===== config.mk =====
export PLATFORM = sky130hd
export DESIGN_NAME = dct_mac_pipe
export DESIGN_NICKNAME = d
export VERILOG_FILES = /design/src/rtl/dct_mac_pipe.sv
export SDC_FILE = /design/constraint.sdc
export NUM_CORES = 1
export LEC_CHECK = 0
export CORE_MARGIN = 2
export CORE_UTILIZATION = 38
export CTS_CLUSTER_SIZE = 16
export DETAILED_ROUTE_END_ITERATION = 8
export PLACE_DENSITY = 0.63
export SETUP_SLACK_MARGIN = 0.1
export SYNTH_ARGS = -nofsm -noshare
export SYNTH_HDL_FRONTEND = slang
export SYNTH_SLANG_ARGS = --single-unit

===== constraint.sdc =====
create_clock -name clk -period 12.5 [get_ports clk]
set_input_delay 1.875 -clock clk [delete_from_list [all_inputs] [get_ports clk]]
set_output_delay 1.875 -clock clk [all_outputs]
set_load 0.05 [all_outputs]

===== src/rtl/dct_mac_pipe.sv =====
// dct_mac_pipe: pipelined signed multiply-accumulate for the FDCT datapath.
// Registers sample and coefficient, forms the full-width product, and
// accumulates TERMS products per block. The finished sum is rounded
// half-up, shifted right by SHIFT and saturated (or wrapped) to OWIDTH.
// A one-cycle dout_valid strobe marks each result. A one-cycle abort
// strobe marks a block that was restarted early or a stray term that was
// dropped. The global ena input freezes every register in the pipeline.
module dct_mac_pipe #(
   parameter int DWIDTH = 8,
   parameter int CWIDTH = 12,
   parameter int TERMS  = 8,
   parameter int AWIDTH = DWIDTH + CWIDTH + $clog2(TERMS),
   parameter int SHIFT  = 4,
   parameter int OWIDTH = 12,
   parameter int SAT    = 1
) (
   input  logic                     clk,
   input  logic                     rst,
   input  logic                     ena,
   input  logic                     in_valid,
   input  logic                     first,
   input  logic signed [DWIDTH-1:0] din,
   input  logic signed [CWIDTH-1:0] coef,
   output logic signed [OWIDTH-1:0] dout,
   output logic                     dout_valid,
   output logic                     ovf,
   output logic                     abort
);

   localparam int PWIDTH = DWIDTH + CWIDTH;
   localparam int CNTW   = $clog2(TERMS + 1);

   localparam logic [CNTW-1:0] CNT_ZERO = {CNTW{1'b0}};
   localparam logic [CNTW-1:0] CNT_ONE  = CNTW'(1);
   localparam logic [CNTW-1:0] CNT_LAST = CNTW'(TERMS - 1);

   // Rounding constant 2^(SHIFT-1) at the widened rounding width.
   localparam logic signed [AWIDTH:0] HALF = (AWIDTH + 1)'(1) << (SHIFT - 1);
   // Output range limits, sign-extended to the rounding width.
   localparam logic signed [AWIDTH:0] OMAX =
      {{(AWIDTH + 2 - OWIDTH){1'b0}}, {(OWIDTH - 1){1'b1}}};
   localparam logic signed [AWIDTH:0] OMIN =
      {{(AWIDTH + 2 - OWIDTH){1'b1}}, {(OWIDTH - 1){1'b0}}};

   // Sign-extend a product to accumulator width.
   function automatic logic signed [AWIDTH-1:0] sext_prod(
      input logic signed [PWIDTH-1:0] p
   );
      return {{(AWIDTH - PWIDTH){p[PWIDTH-1]}}, p};
   endfunction

   // Full signed product of sample and coefficient at PWIDTH bits.
   function automatic logic signed [PWIDTH-1:0] mul_full(
      input logic signed [DWIDTH-1:0] a,
      input logic signed [CWIDTH-1:0] b
   );
      logic signed [PWIDTH-1:0] a_x;
      logic signed [PWIDTH-1:0] b_x;
      a_x = {{CWIDTH{a[DWIDTH-1]}}, a};
      b_x = {{DWIDTH{b[CWIDTH-1]}}, b};
      return a_x * b_x;
   endfunction

   // Stage 1: input capture
   logic signed [DWIDTH-1:0] din_d,  din_q;
   logic signed [CWIDTH-1:0] coef_d, coef_q;
   logic                     v1_d,   v1_q;
   logic                     f1_d,   f1_q;
   // Stage 2: product
   logic signed [PWIDTH-1:0] mult_d, mult_q;
   logic                     v2_d,   v2_q;
   logic                     f2_d,   f2_q;
   // Stage 3: accumulator and term counter
   logic signed [AWIDTH-1:0] acc_d,  acc_q;
   logic [CNTW-1:0]          cnt_d,  cnt_q;
   logic                     done3_d, done3_q;
   logic                     abort3_d, abort3_q;
   // Stage 4: rounding add
   logic signed [AWIDTH:0]   rnd_d,  rnd_q;
   logic                     done4_d, done4_q;
   logic                     abort4_d, abort4_q;
   // Stage 5: shift, saturate, output registers
   logic signed [OWIDTH-1:0] dout_d, dout_q;
   logic                     ovf_d,  ovf_q;
   logic                     dout_valid_d, dout_valid_q;
   logic                     abort_d, abort_q;
   logic signed [AWIDTH:0]   shifted_s;

   // Next-state logic for every pipeline stage.
   always_comb begin
      // Stage 1: first is only meaningful together with in_valid.
      din_d  = din;
      coef_d = coef;
      v1_d   = in_valid;
      f1_d   = in_valid & first;

      // Stage 2: only update the product on valid slots to save toggling.
      if (v1_q) begin
         mult_d = mul_full(din_q, coef_q);
      end else begin
         mult_d = mult_q;
      end
      v2_d = v1_q;
      f2_d = f1_q;

      // Stage 3: accumulate, count terms, flag completion or abort.
      acc_d    = acc_q;
      cnt_d    = cnt_q;
      done3_d  = 1'b0;
      abort3_d = 1'b0;
      if (f2_q) begin
         // A new block starts here. A non-zero count means a partial
         // block is being thrown away.
         if (cnt_q != CNT_ZERO) begin
            abort3_d = 1'b1;
         end else begin
            abort3_d = 1'b0;
         end
         acc_d = sext_prod(mult_q);
         cnt_d = CNT_ONE;
      end else if (v2_q) begin
         if (cnt_q == CNT_ZERO) begin
            // A term with no open block is dropped.
            abort3_d = 1'b1;
         end else begin
            acc_d = acc_q + sext_prod(mult_q);
            if (cnt_q == CNT_LAST) begin
               cnt_d   = CNT_ZERO;
               done3_d = 1'b1;
            end else begin
               cnt_d   = cnt_q + CNT_ONE;
            end
         end
      end else begin
         // Bubble: accumulator and counter hold.
         acc_d = acc_q;
         cnt_d = cnt_q;
      end

      // Stage 4: add the half-LSB. acc_q still holds the finished sum
      // here, even if a new block overwrites it on this same edge.
      if (done3_q) begin
         rnd_d = {acc_q[AWIDTH-1], acc_q} + HALF;
      end else begin
         rnd_d = rnd_q;
      end
      done4_d  = done3_q;
      abort4_d = abort3_q;

      // Stage 5: arithmetic shift, then range-limit to OWIDTH.
      shifted_s = rnd_q >>> SHIFT;
      dout_d    = dout_q;
      ovf_d     = ovf_q;
      if (done4_q) begin
         if (shifted_s > OMAX) begin
            ovf_d  = 1'b1;
            dout_d = (SAT != 0) ? OMAX[OWIDTH-1:0] : shifted_s[OWIDTH-1:0];
         end else if (shifted_s < OMIN) begin
            ovf_d  = 1'b1;
            dout_d = (SAT != 0) ? OMIN[OWIDTH-1:0] : shifted_s[OWIDTH-1:0];
         end else begin
            ovf_d  = 1'b0;
            dout_d = shifted_s[OWIDTH-1:0];
         end
      end else begin
         dout_d = dout_q;
         ovf_d  = ovf_q;
      end
      dout_valid_d = done4_q;
      abort_d      = abort4_q;
   end

   // Pipeline registers: async clear, advance only on ena.
   always_ff @(posedge clk or negedge rst) begin
      if (!rst) begin
         din_q        <= {DWIDTH{1'b0}};
         coef_q       <= {CWIDTH{1'b0}};
         v1_q         <= 1'b0;
         f1_q         <= 1'b0;
         mult_q       <= {PWIDTH{1'b0}};
         v2_q         <= 1'b0;
         f2_q         <= 1'b0;
         acc_q        <= {AWIDTH{1'b0}};
         cnt_q        <= CNT_ZERO;
         done3_q      <= 1'b0;
         abort3_q     <= 1'b0;
         rnd_q        <= {(AWIDTH + 1){1'b0}};
         done4_q      <= 1'b0;
         abort4_q     <= 1'b0;
         dout_q       <= {OWIDTH{1'b0}};
         ovf_q        <= 1'b0;
         dout_valid_q <= 1'b0;
         abort_q      <= 1'b0;
      end else if (ena) begin
         din_q        <= din_d;
         coef_q       <= coef_d;
         v1_q         <= v1_d;
         f1_q         <= f1_d;
         mult_q       <= mult_d;
         v2_q         <= v2_d;
         f2_q         <= f2_d;
         acc_q        <= acc_d;
         cnt_q        <= cnt_d;
         done3_q      <= done3_d;
         abort3_q     <= abort3_d;
         rnd_q        <= rnd_d;
         done4_q      <= done4_d;
         abort4_q     <= abort4_d;
         dout_q       <= dout_d;
         ovf_q        <= ovf_d;
         dout_valid_q <= dout_valid_d;
         abort_q      <= abort_d;
      end
   end

   assign dout       = dout_q;
   assign ovf        = ovf_q;
   assign dout_valid = dout_valid_q;
   assign abort      = abort_q;

endmodule


Yosys cells after proc, flatten, opt, wreduce, memory -nomap -nowiden
Cells that the tools add are included.
{"block": "totals", "ff_bits": 114, "inputBits": 25, "out_inout_bits": 15, "elab_cells": 53}
{"block": "classes", "addsub": 3, "n_mul": 1, "order_cmp": 2, "n_eq_ne": 2, "mux": 19, "bitwise_logic": 1, "n_reduce_logical": 7}
{"operator": "23-bit two-way mux", "n": 3}
{"operator": "23-bit by 5-bit adder with 24-bit output, second input constant", "n": 1}
{"operator": "12-bit two-way mux", "n": 2}
{"operator": "23-bit by 20-bit adder with 23-bit output", "n": 1}
{"operator": "20-bit by 12-bit > comparator with 1-bit output, second input constant", "n": 1}
{"operator": "20-bit by 12-bit less-than comparator with 1-bit output, second input constant", "n": 1}
{"operator": "8-bit by 12-bit multiplier with 20-bit output", "n": 1}
{"operator": "4-bit two-way mux", "n": 4}
{"operator": "1-bit two-way mux", "n": 10}
{"operator": "2-bit AND reduction", "n": 3}
{"operator": "4-bit by 1-bit adder with 4-bit output, second input constant", "n": 1}
{"operator": "4-bit by 3-bit == test with 1-bit output, second input constant", "n": 1}
{"operator": "4-bit zero test", "n": 1}
{"operator": "4-bit nonzero test", "n": 1}
{"operator": "3-bit AND reduction", "n": 1}
{"operator": "2-bit inequality test, second input constant", "n": 1}
{"operator": "2-bit nonzero test", "n": 1}
{"operator": "1-bit AND", "n": 1}

Depth between registers and ports, before layout
Gate-level depths: netlist (run 1).
{"block": "logic_depth", "word_depth": 5, "depth_mapped": 20, "ltp_nobuf": 19}

Worst setup path before layout (run 1)
Ideal clock, no wire load.
{"block": "synth_timing", "path_type": "reg-to-reg", "from": "register din_q[4]", "to": "register mult_q[19]", "setup_time_ps": 129, "arrival_ps": 4654, "required_time_ps": 12371, "path_slack_ps": 7717, "path_stages_with_launch": 20, "path_buffers": 1, "path_cell_list": "dfrtp_1 -> clkbuf_1 -> nand2_1 -> fa_1 -> fa_1 -> inv_1 -> fa_1 -> inv_1 -> fa_1 -> inv_1 -> ha_1 -> and2_1 -> a311o_1 -> o311ai_1 -> a31oi_1 -> nand4_1 -> nand4_1 -> a21oi_1 -> xnor2_1 -> o21ai_1"}
{"block": "synth_between", "elab_chain_cells": 1}
{"item": "start, declared", "line_no": "65", "text": "logic signed [DWIDTH-1:0] din_d, din_q;"}
{"item": "start signal, assigned", "line_no": "176", "text": "din_q <= {DWIDTH{1'b0}};"}
{"item": "start signal, assigned", "line_no": "195", "text": "din_q <= din_d;"}
{"item": "8-bit by 12-bit multiplier with 20-bit output", "line_no": "61", "text": "return a_x * b_x;"}
{"item": "end signal, assigned", "line_no": "180", "text": "mult_q <= {PWIDTH{1'b0}};"}
{"item": "end signal, assigned", "line_no": "199", "text": "mult_q <= mult_d;"}
{"item": "end, declared", "line_no": "70", "text": "logic signed [PWIDTH-1:0] mult_d, mult_q;"}
No other way between the ends.
A chain may end at the register's enable or synchronous reset.

Final worst setup path (run 1)
{"block": "layout_timing", "from": "register din_q[3]", "to": "register mult_q[19]"}
Same word-level chain as after synthesis.

==> results of run 1 <==
routing by layer:
metal,track usage (%),wire length (um),vias to the layer above
li1,-,-,3286
met1,20.0,8730,3002
met2,24.3,7880,65
met3,2.71,481,11
met4,2.64,129,0
met5,0,0,-
where the power goes:
| part | leakage (nW) | total [mW] | internal, mW | switching (mW) |
|---|---|---|---|---|
| sequential | 1.38 | 0.608 | 0.478 | 0.129 |
| combinational | 3.22 | 1.83 | 0.838 | 0.997 |
| clock | 0.151 | 0.300 | 0.144 | 0.156 |
final timing paths:
path	endpoint	cells after the start	slack, ns
setup / recovery	mult_q[19]$_DFFE_PN0P_	18	7.31
hold / removal	rnd_q[14]$_DFFE_PN0P_	2	0.48
setup reg to reg	mult_q[19]$_DFFE_PN0P_	18	7.31
hold reg to reg	rnd_q[14]$_DFFE_PN0P_	2	0.48
max in group asynchronous	coef_q[11]$_DFFE_PN0P_	2	9.73
min in group asynchronous	dout[3]$_DFFE_PN0P_	1	1.47
cells in the mapped netlist (all sizes together), types with 30 or more instances:
cell	n
fa	80
inv	128
dfrtp	110
nand2	126
clkbuf	33
o21ai	97
nor2	40
a21oi	41
ha	62
xnor2	32
mux2	30
and2	59
tightest hold or removal path, delay by kind of cell (launching register included):
family	cells	cell delay, ns
compound gates	1	0.06
flops	1	0.34
simple gates	1	0.04
state kept, by name, indices dropped and copies added, names as in the netlist:
| signal | cells |
|---|---|
| abort | 1 |
| abort3_q | 1 |
| abort4_q | 1 |
| acc_q | 23 |
| cnt_q | 4 |
| coef_q | 12 |
| din_q | 8 |
| done3_q | 1 |
| done4_q | 1 |
| dout | 12 |
| dout_valid | 1 |
| f1_q | 1 |
| f2_q | 1 |
| mult_q | 20 |
| ovf | 1 |
| rnd_q | 20 |
| v1_q | 1 |
| v2_q | 1 |
logic make-up after synthesis:
kind of cell	count (synthesis)	synth area share [%]
simple gates	290	15.1
compound gates	194	12.8
buf+inv	163	6.72
fa+ha+maj	142	25.9
flops	110	30.0
xor+xnor	55	5.26
mux	35	4.23
stage by stage:
stage               std cells  power, mW
detailed placement       1316       2.46
floorplan                 989       2.12
finish                   1332       2.74
global route             1332       3.09
CTS                      1332       2.78
global placement         1316       2.43
layout make-up:
type	count	area share, %
clock buffers	9	2.22
clock inverters	7	0.850
repair buffers	43	4.07
multi-input cells	716	57.1
inverters	128	4.73
flip-flops and latches	110	27.1
well taps	319	3.93
==> flow_summary.yaml, run 1 <==
status:
  status: "finished, final reports clean"
final_layout:
  final_common_cell: "inv_1"
  finalInstanceArea_mm2: 0.0102
  nNetsFinal: 1175
  nFillCells: 2368
  drive_gt1_share_pct: 6.32
  fin_util_pct: 43.1
  layout_common_cells: "128 x inv_1, 126 x nand2_1, 110 x dfrtp_1, 94 x o21ai_0, 80 x fa_1"
  insertedDiodeCount: 0
  area_growth_pct: 10.8
  multi_input_area_mm2: 0.00580
  regArea_mm2: 0.00275
floorplan:
  die_h_um: 159
  coreArea_mm2: 0.0235
  start_util_pct: 38.9
  die_x_um: 159
  pin_count: 40
  fp.dieArea_mm2: 0.0254
  row_count: 56
sta:
  hold_viol: 0
  max-slew-margin-rel_pct: 31.3
  layout_setup_ws_ns: 7.31
  skew_ns: 0.00902
  setup_viol: 0
  slew_viol_final: 0
  tightest_slew_ns: 1.03
  period_share_pct: 41.5
  period_needed_ns: 5.19
  rsz0062_at_grt: "no"
  holdWs_ns: 0.477
  fmax_mhz: 193
  tns_ns: 0
setup_path:
  timing.rr.start: "din_q[3]$_DFFE_PN0P_"
  cp_slowest_stage_delay_ns: 0.63
  path_buf_inv: 3
  critPathArrivalTime_ns: 5.40
  critPathMostFrequentCell: "fa_1"
  endpoint_kind: "register"
  worstSetupStartpoint: "din_q[3]$_DFFE_PN0P_"
  start_kind: "register"
  slowest_stage: "dfrtp_1"
  cp.required_ns: 12.71
  path_class: "reg -> reg"
  crit_path_max_fanout: 13
  path_cells: "nand2_1 > fa_1 > fa_1 > inv_1 > fa_1 > inv_1 > fa_1 > inv_1 > ha_1 > and2_1 > a311o_1 > o311ai_1 > a31oi_1 > nand4_1 > nand4_1 > a21oi_1 > xnor2_1 > o21ai_1"
  cpLargestDelayFamily: "adder cells"
power_and_ir_drop:
  p_per_area_mw_per_mm2: 270
  power.leakage_nw: 4.75
  irDropWorstVdd_uv: 124
clock_network:
  cts_resized: 0
  cts_buffers: 9
  clk_pin_slew_ns: 0.08
  max-clock-path-buffers: 2
  cts_sinks: 110
  post_cts.repair.setup_buffers: 0
  postCtsHoldBufs: 0
  root_buffer: "clkbuf_16"
  cts_tree: "built"
  clkLatencyLatePin_ns: 0.37
  cts_max_level: 3
route:
  viasPerCell: 4.78
  post_drt_wl_per_cell_um: 12.9
  drtIter0Drc: 307
  postRouteWirelength_um: 17200
  vias: 6364
  post-route-drc-count: 0
  dr.pass1.iters: 4
  ant_nets: 0
global_route:
  antenna_found_initial: 0
  grt_max_degree: 73
  track_usage_pct: 14.5
  grt.overflow.total: 0
  grt_pass1_vias: 6414
  grt_pass1_wl_um: 30900
synth:
  synth_edf_count: 0
  synth_nets: 1156
  async_reset_ff_share_pct: 100
  syn-cell-area_mm2: 0.00917
  yosys-top-cells-area: "dfrtp_1 30%, fa_1 17%, ha_1 8.5%"
  synth_flop_cell: "dfrtp_1"
  avgSynthCellArea_um2: 9.27
  syn_inst: 989
  synth_top_area_share_pct: 30.0
  synth_cell_types: 50
  ys_seq_area_share_pct: 30.0
  synth_seq_cells: 110
  synth_top_area_cell: "dfrtp_1"
  yosysWarningCount: 0
place:
  gp_congestion: 0.879
  portBuffers: 39
  post-dp-hpwl_um: 13200
  post-place-ws_ns: 7.39
  dpl-instance-area_mm2: 0.00985
run:
  maxCapViolations: 0
hold_path:
  hp-start: "rnd_q[14]$_DFFE_PN0P_"
  worst_hold_path_type: "reg -> reg"
Note: power is estimated with default switching activity, not from simulation.
==> inputs of run 2 (changes only) <==
Settings changed: PLACE_DENSITY 0.63 to 0.65.
Clock period 12.5 ns to 4.6 ns, I/O delays scaled along.
==> flow_summary.yaml, run 2 (synthesized netlist as in run 1, its figures left out) <==
final_layout:
  final_cells: 1393
  largest_reg_flops: 23
  layout_common_cells: "120 x nand2_1, 114 x inv_1, 101 x dfrtp_1, 89 x o21ai_0, 77 x fa_1"
  drive_gt1_share_pct: 17.8
  area_growth_pct: 19.4
  reg.largest.list: "acc_q x23, mult_q x20, rnd_q x20"
  nNetsFinal: 1236
  final_common_cell: "nand2_1"
  largest_register: "acc_q"
  insertedDiodeCount: 0
power_and_ir_drop:
  power.leakage_nw: 5.06
  p_per_area_mw_per_mm2: 793
  irDropWorstVdd_uv: 459
route:
  drtIter0Drc: 342
  viasPerCell: 4.80
  postRouteWirelength_um: 18700
  vias: 6680
  post-route-drc-count: 0
  dr.pass1.iters: 5
  ant_nets: 0
  post_drt_wl_per_cell_um: 13.4
clock_network:
  cts_tree: "built"
  clk_pin_slew_ns: 0.08
  max-clock-path-buffers: 2
  cts_sinks: 110
  clkLatencyLatePin_ns: 0.36
  root_buffer: "clkbuf_16"
  cts_max_level: 3
  cts_buffers: 9
setup_path:
  path_class: "reg -> reg"
  reg2regPathDepth: 19
  rr_endpoint: "mult_q[19]$_DFFE_PN0P_"
  start_kind: "register"
  r2r_slack_ns: 0.08
  critPathArrivalTime_ns: 4.74
  endpoint_kind: "register"
  crit_path_max_fanout: 3
  timing.rr.start: "coef_q[7]$_DFFE_PN0P_"
  cp.required_ns: 4.81
sta:
  tns_ns: 0
  setup_viol: 0
  rsz0062_at_grt: "yes"
  max-slew-margin-rel_pct: 32.4
  period_share_pct: 98.3
  fmax_mhz: 221
  period_needed_ns: 4.52
  hold_viol: 0
  skew_ns: 0.0106
  slew_viol_final: 0
  tightest_slew_ns: 1.01
place:
  place_inst: 1355
  gp_congestion: 0.875
  portBuffers: 39
  post-dp-hpwl_um: 14200
global_route:
  antenna_found_initial: 0
  grt_pass1_vias: 6926
  grt.overflow.total: 0
  grt_pass1_wl_um: 32400
  track_usage_pct: 15.2
  grt_max_degree: 72
floorplan:
  pin_count: 40
  start_util_pct: 38.9
  fp.dieArea_mm2: 0.0254
  coreArea_mm2: 0.0235
  die_h_um: 159
  die_x_um: 159
  row_count: 56
hold_path:
  worst_hold_path_type: "in -> async"
run:
  maxCapViolations: 0
status:
  status: "finished, final reports clean"
-- run 2: cell types whose count changed in the layout (fill, tap and decap cells not counted), sizes merged --
cell    previous run  this run
inv              131       132
clkinv             4         3
buf                6        67
-- run 2: area by class of cell --
class | instances | area (um2)
clock buffers | 9 | 225
clock inverters | 7 | 76.3
fillers | 2286 | 12600
inverters | 128 | 480
multi-input cells | 716 | 6060
flip-flops and latches | 110 | 2760
well taps | 319 | 399
repair buffers | 104 | 936
-- run 2: how the worst max path moves through the flow --
stage | from | cells after the start | slack, ns | to
floorplan | din_q[1]$_DFFE_PN0P_ | 19 | 0.10 | mult_q[19]$_DFFE_PN0P_
global placement | coef_q[0]$_DFFE_PN0P_ | 18 | -0.02 | mult_q[19]$_DFFE_PN0P_
detailed placement | din_q[4]$_DFFE_PN0P_ | 17 | -0.09 | mult_q[18]$_DFFE_PN0P_
CTS | coef_q[5]$_DFFE_PN0P_ | 17 | 0.04 | mult_q[18]$_DFFE_PN0P_
global route | din_q[2]$_DFFE_PN0P_ | 19 | -0.14 | mult_q[19]$_DFFE_PN0P_
finish | coef_q[7]$_DFFE_PN0P_ | 19 | 0.08 | mult_q[19]$_DFFE_PN0P_
-- run 2: stage by stage --
stage               total power, mW  cell area, um2  worst slack, ns  utilization, %  hold WS, ns
finish                         8.67           10900           0.0787            46.5        0.441
global route                   9.63           10900           -0.143            46.5        0.518
CTS                            8.13           10600           0.0409            45.0        0.484
detailed placement             7.11           10200          -0.0906            43.2        0.465
global placement               6.98           10200          -0.0192            43.2        0.457
floorplan                      5.83            9220            0.103               -        0.394
-- run 2: routing by layer --
| layer | vias to the layer above | share of wire [%] | global-route usage, % |
|---|---|---|---|
| li1 | 3401 | - | - |
| met1 | 3162 | 47 | 20.1 |
| met2 | 97 | 49 | 26.3 |
| met3 | 20 | 2.6 | 2.79 |
| met4 | 0 | 1.1 | 3.06 |
| met5 | - | 0 | 0 |
-- run 2: worst max-delay path, cell delays in order, from the launching register on --
cell	delay [ns]
dfrtp_1	0.44
buf_6	0.14
buf_4	0.13
and2_4	0.15
fa_1	0.53
fa_2	0.46
fa_1	0.54
inv_1	0.05
fa_2	0.51
inv_1	0.04
ha_1	0.33
o21ai_1	0.09
nand2b_1	0.14
o311ai_4	0.14
a31oi_4	0.21
nand4_1	0.11
nand4_1	0.10
a21oi_2	0.06
xnor2_1	0.14
o21ai_1	0.07
-- run 2: what timing repair did --
action / in CTS / in global routing
hold buffers: 0 / 0
cloned: 0 / 1
pin swaps: 26 / 48
gates resized for setup: 20 / 65
endpoints found under the setup margin: 6 / 8
hold endpoints to repair: 0 / 0
setup buffers: 9 / 12
-- run 2: where the power goes --
| part | internal [mW] | switching, mW | total (mW) |
|---|---|---|---|
| Clock | 0.386 | 0.406 | 0.792 |
| Combinational | 2.99 | 3.26 | 6.24 |
| Sequential | 1.30 | 0.336 | 1.64 |
| Total | 4.67 | 4.00 | 8.67 |
==> inputs of run 3 (changes only) <==
Settings changed: ABC_CLOCK_PERIOD_IN_PS from default to 4600, PLACE_DENSITY 0.65 to default, PLACE_DENSITY_LB_ADDON from default to 0.25.
==> flow_summary.yaml, run 3 (synthesized netlist as in run 1, its figures left out) <==
status:
  status: "finished, final reports clean"
place:
  gp_congestion: 0.816
  post-dp-hpwl_um: 14800
  portBuffers: 39
setup_path:
  start_kind: "register"
  critPathMostFrequentCell: "inv_1"
  r2r_slack_ns: 0.09
  cp.required_ns: 4.81
  slowest_stage: "fa_1"
  crit_path_max_fanout: 6
  cp_slowest_stage_delay_ns: 0.50
  path_class: "reg -> reg"
  endpoint_kind: "register"
  timing.rr.start: "din_q[0]$_DFFE_PN0P_"
  critPathArrivalTime_ns: 4.72
  reg2regPathDepth: 20
  rr_endpoint: "mult_q[19]$_DFFE_PN0P_"
  path_cells: "buf_4 > and2_1 > ha_1 > inv_1 > fa_1 > inv_1 > ha_1 > inv_1 > fa_1 > inv_1 > ha_1 > a21o_1 > a311o_1 > o311ai_4 > a31oi_4 > nand4_1 > nand4_1 > a21oi_2 > xnor2_1 > o21ai_1"
final_layout:
  final_common_cell: "nand2_1"
  nNetsFinal: 1234
  layout_common_cells: "121 x nand2_1, 117 x inv_1, 105 x dfrtp_1, 88 x o21ai_0, 76 x fa_1"
  area_growth_pct: 18.7
  largest_reg_flops: 23
  reg.largest.list: "acc_q x23, mult_q x20, rnd_q x20"
  drive_gt1_share_pct: 16.7
  insertedDiodeCount: 0
  nFillCells: 2308
  largest_register: "acc_q"
clock_network:
  cts_sinks: 110
  cts_max_level: 3
  max-clock-path-buffers: 2
  clk_pin_slew_ns: 0.09
  root_buffer: "clkbuf_16"
  clkLatencyLatePin_ns: 0.36
  postCtsHoldBufs: 0
  cts_tree: "built"
  cts_buffers: 9
route:
  post_drt_wl_per_cell_um: 13.5
  dr.pass1.iters: 4
  post-route-drc-count: 0
  postRouteWirelength_um: 18700
  viasPerCell: 4.74
  vias: 6595
  ant_nets: 0
  drtIter0Drc: 268
floorplan:
  coreArea_mm2: 0.0235
  row_count: 56
  pin_count: 40
  die_x_um: 159
  die_h_um: 159
  start_util_pct: 38.9
  fp.dieArea_mm2: 0.0254
sta:
  tns_ns: 0
  slew_viol_final: 0
  skew_ns: 0.00989
  max-slew-margin-rel_pct: 33.0
  tightest_slew_ns: 1.00
  period_share_pct: 98.1
  rsz0062_at_grt: "yes"
  fmax_mhz: 221
  setup_viol: 0
  period_needed_ns: 4.51
  hold_viol: 0
power_and_ir_drop:
  p_per_area_mw_per_mm2: 802
  power.leakage_nw: 5.03
  irDropWorstVdd_uv: 395
  total_power_mw: 8.72
hold_path:
  worst_hold_path_type: "in -> async"
global_route:
  grt_pass1_wl_um: 32800
  grt_pass1_vias: 6809
  grt_max_degree: 56
  grt.overflow.total: 0
  track_usage_pct: 15.6
  antenna_found_initial: 0
run:
  maxCapViolations: 0
## run 3: changes by cell type in the layout (fill, tap and decap cells not counted), moves of 2 or more
cell     delta
buf_6       -7
inv_6       -2
dfrtp_2     -4
inv_2       -3
inv_1       +3
buf_4       +6
o21ai_1     +2
dfrtp_1     +4
## run 3: area by class of cell
| type | count | area (um2) | area share [%] |
|---|---|---|---|
| inverter | 128 | 480 | 4.42 |
| clock inverter | 7 | 85.1 | 0.782 |
| tap | 319 | 399 | 3.67 |
| sequential | 110 | 2760 | 25.4 |
| timing repair buffer | 102 | 882 | 8.11 |
| multi-input combinational | 716 | 6040 | 55.6 |
| clock buffer | 9 | 225 | 2.07 |
## run 3: layer usage
layer | up-vias | track usage, % | part of all wire, %
met5 | - | 0 | 0
met4 | 0 | 4.05 | 1.5
met3 | 19 | 2.16 | 1.9
met2 | 59 | 27.3 | 49
met1 | 3110 | 20.5 | 48
li1 | 3407 | - | -
## run 3: report_power, final
group | switching (mW) | internal (mW)
registers | 0.333 | 1.30
clock network | 0.418 | 0.393
logic | 3.25 | 3.03
## run 3: how the worst max path moves through the flow
stage | startpoint | endpoint | slack, ns | cells after the start
6_report | din_q[0]$_DFFE_PN0P_ | mult_q[19]$_DFFE_PN0P_ | 0.09 | 20
5_1_grt | din_q[7]$_DFFE_PN0P_ | mult_q[19]$_DFFE_PN0P_ | -0.14 | 19
4_1_cts | din_q[7]$_DFFE_PN0P_ | mult_q[17]$_DFFE_PN0P_ | 0.07 | 18
3_5_place_dp | din_q[4]$_DFFE_PN0P_ | mult_q[16]$_DFFE_PN0P_ | -0.09 | 18
3_3_place_gp | coef_q[0]$_DFFE_PN0P_ | mult_q[19]$_DFFE_PN0P_ | -0.03 | 18
2_1_floorplan | din_q[1]$_DFFE_PN0P_ | mult_q[19]$_DFFE_PN0P_ | 0.10 | 19
## run 3: what timing repair did
action | in CTS | in global routing
endpoints found under the setup margin | 6 | 7
pin swaps | 30 | 19
gates resized for setup | 36 | 29
setup buffers | 9 | 5
## run 3: through the flow
step | instance area [um2] | hold WS (ns) | setup slack (ns) | cells | utilization (%)
global route | 10900 | 0.437 | -0.142 | 1391 | 46.2
CTS | 10700 | 0.392 | 0.0661 | 1387 | 45.6
finish | 10900 | 0.377 | 0.0852 | 1391 | 46.2
global placement | 10200 | 0.456 | -0.0283 | 1362 | 43.4
floorplan | 9220 | 0.394 | 0.103 | 989 | -
detailed placement | 10200 | 0.462 | -0.0853 | 1362 | 43.4
## run 3: critical path, delay by kind of cell, from the launching register on
family / cells / cell delay (ns)
adders and majority gates: 5 / 1.81
AOI/OAI and AO/OA: 6 / 1.30
DFF: 1 / 0.45
buffers and inverters: 5 / 0.34
and+or+nand+nor: 3 / 0.34
xor gates and xnor gates: 1 / 0.12
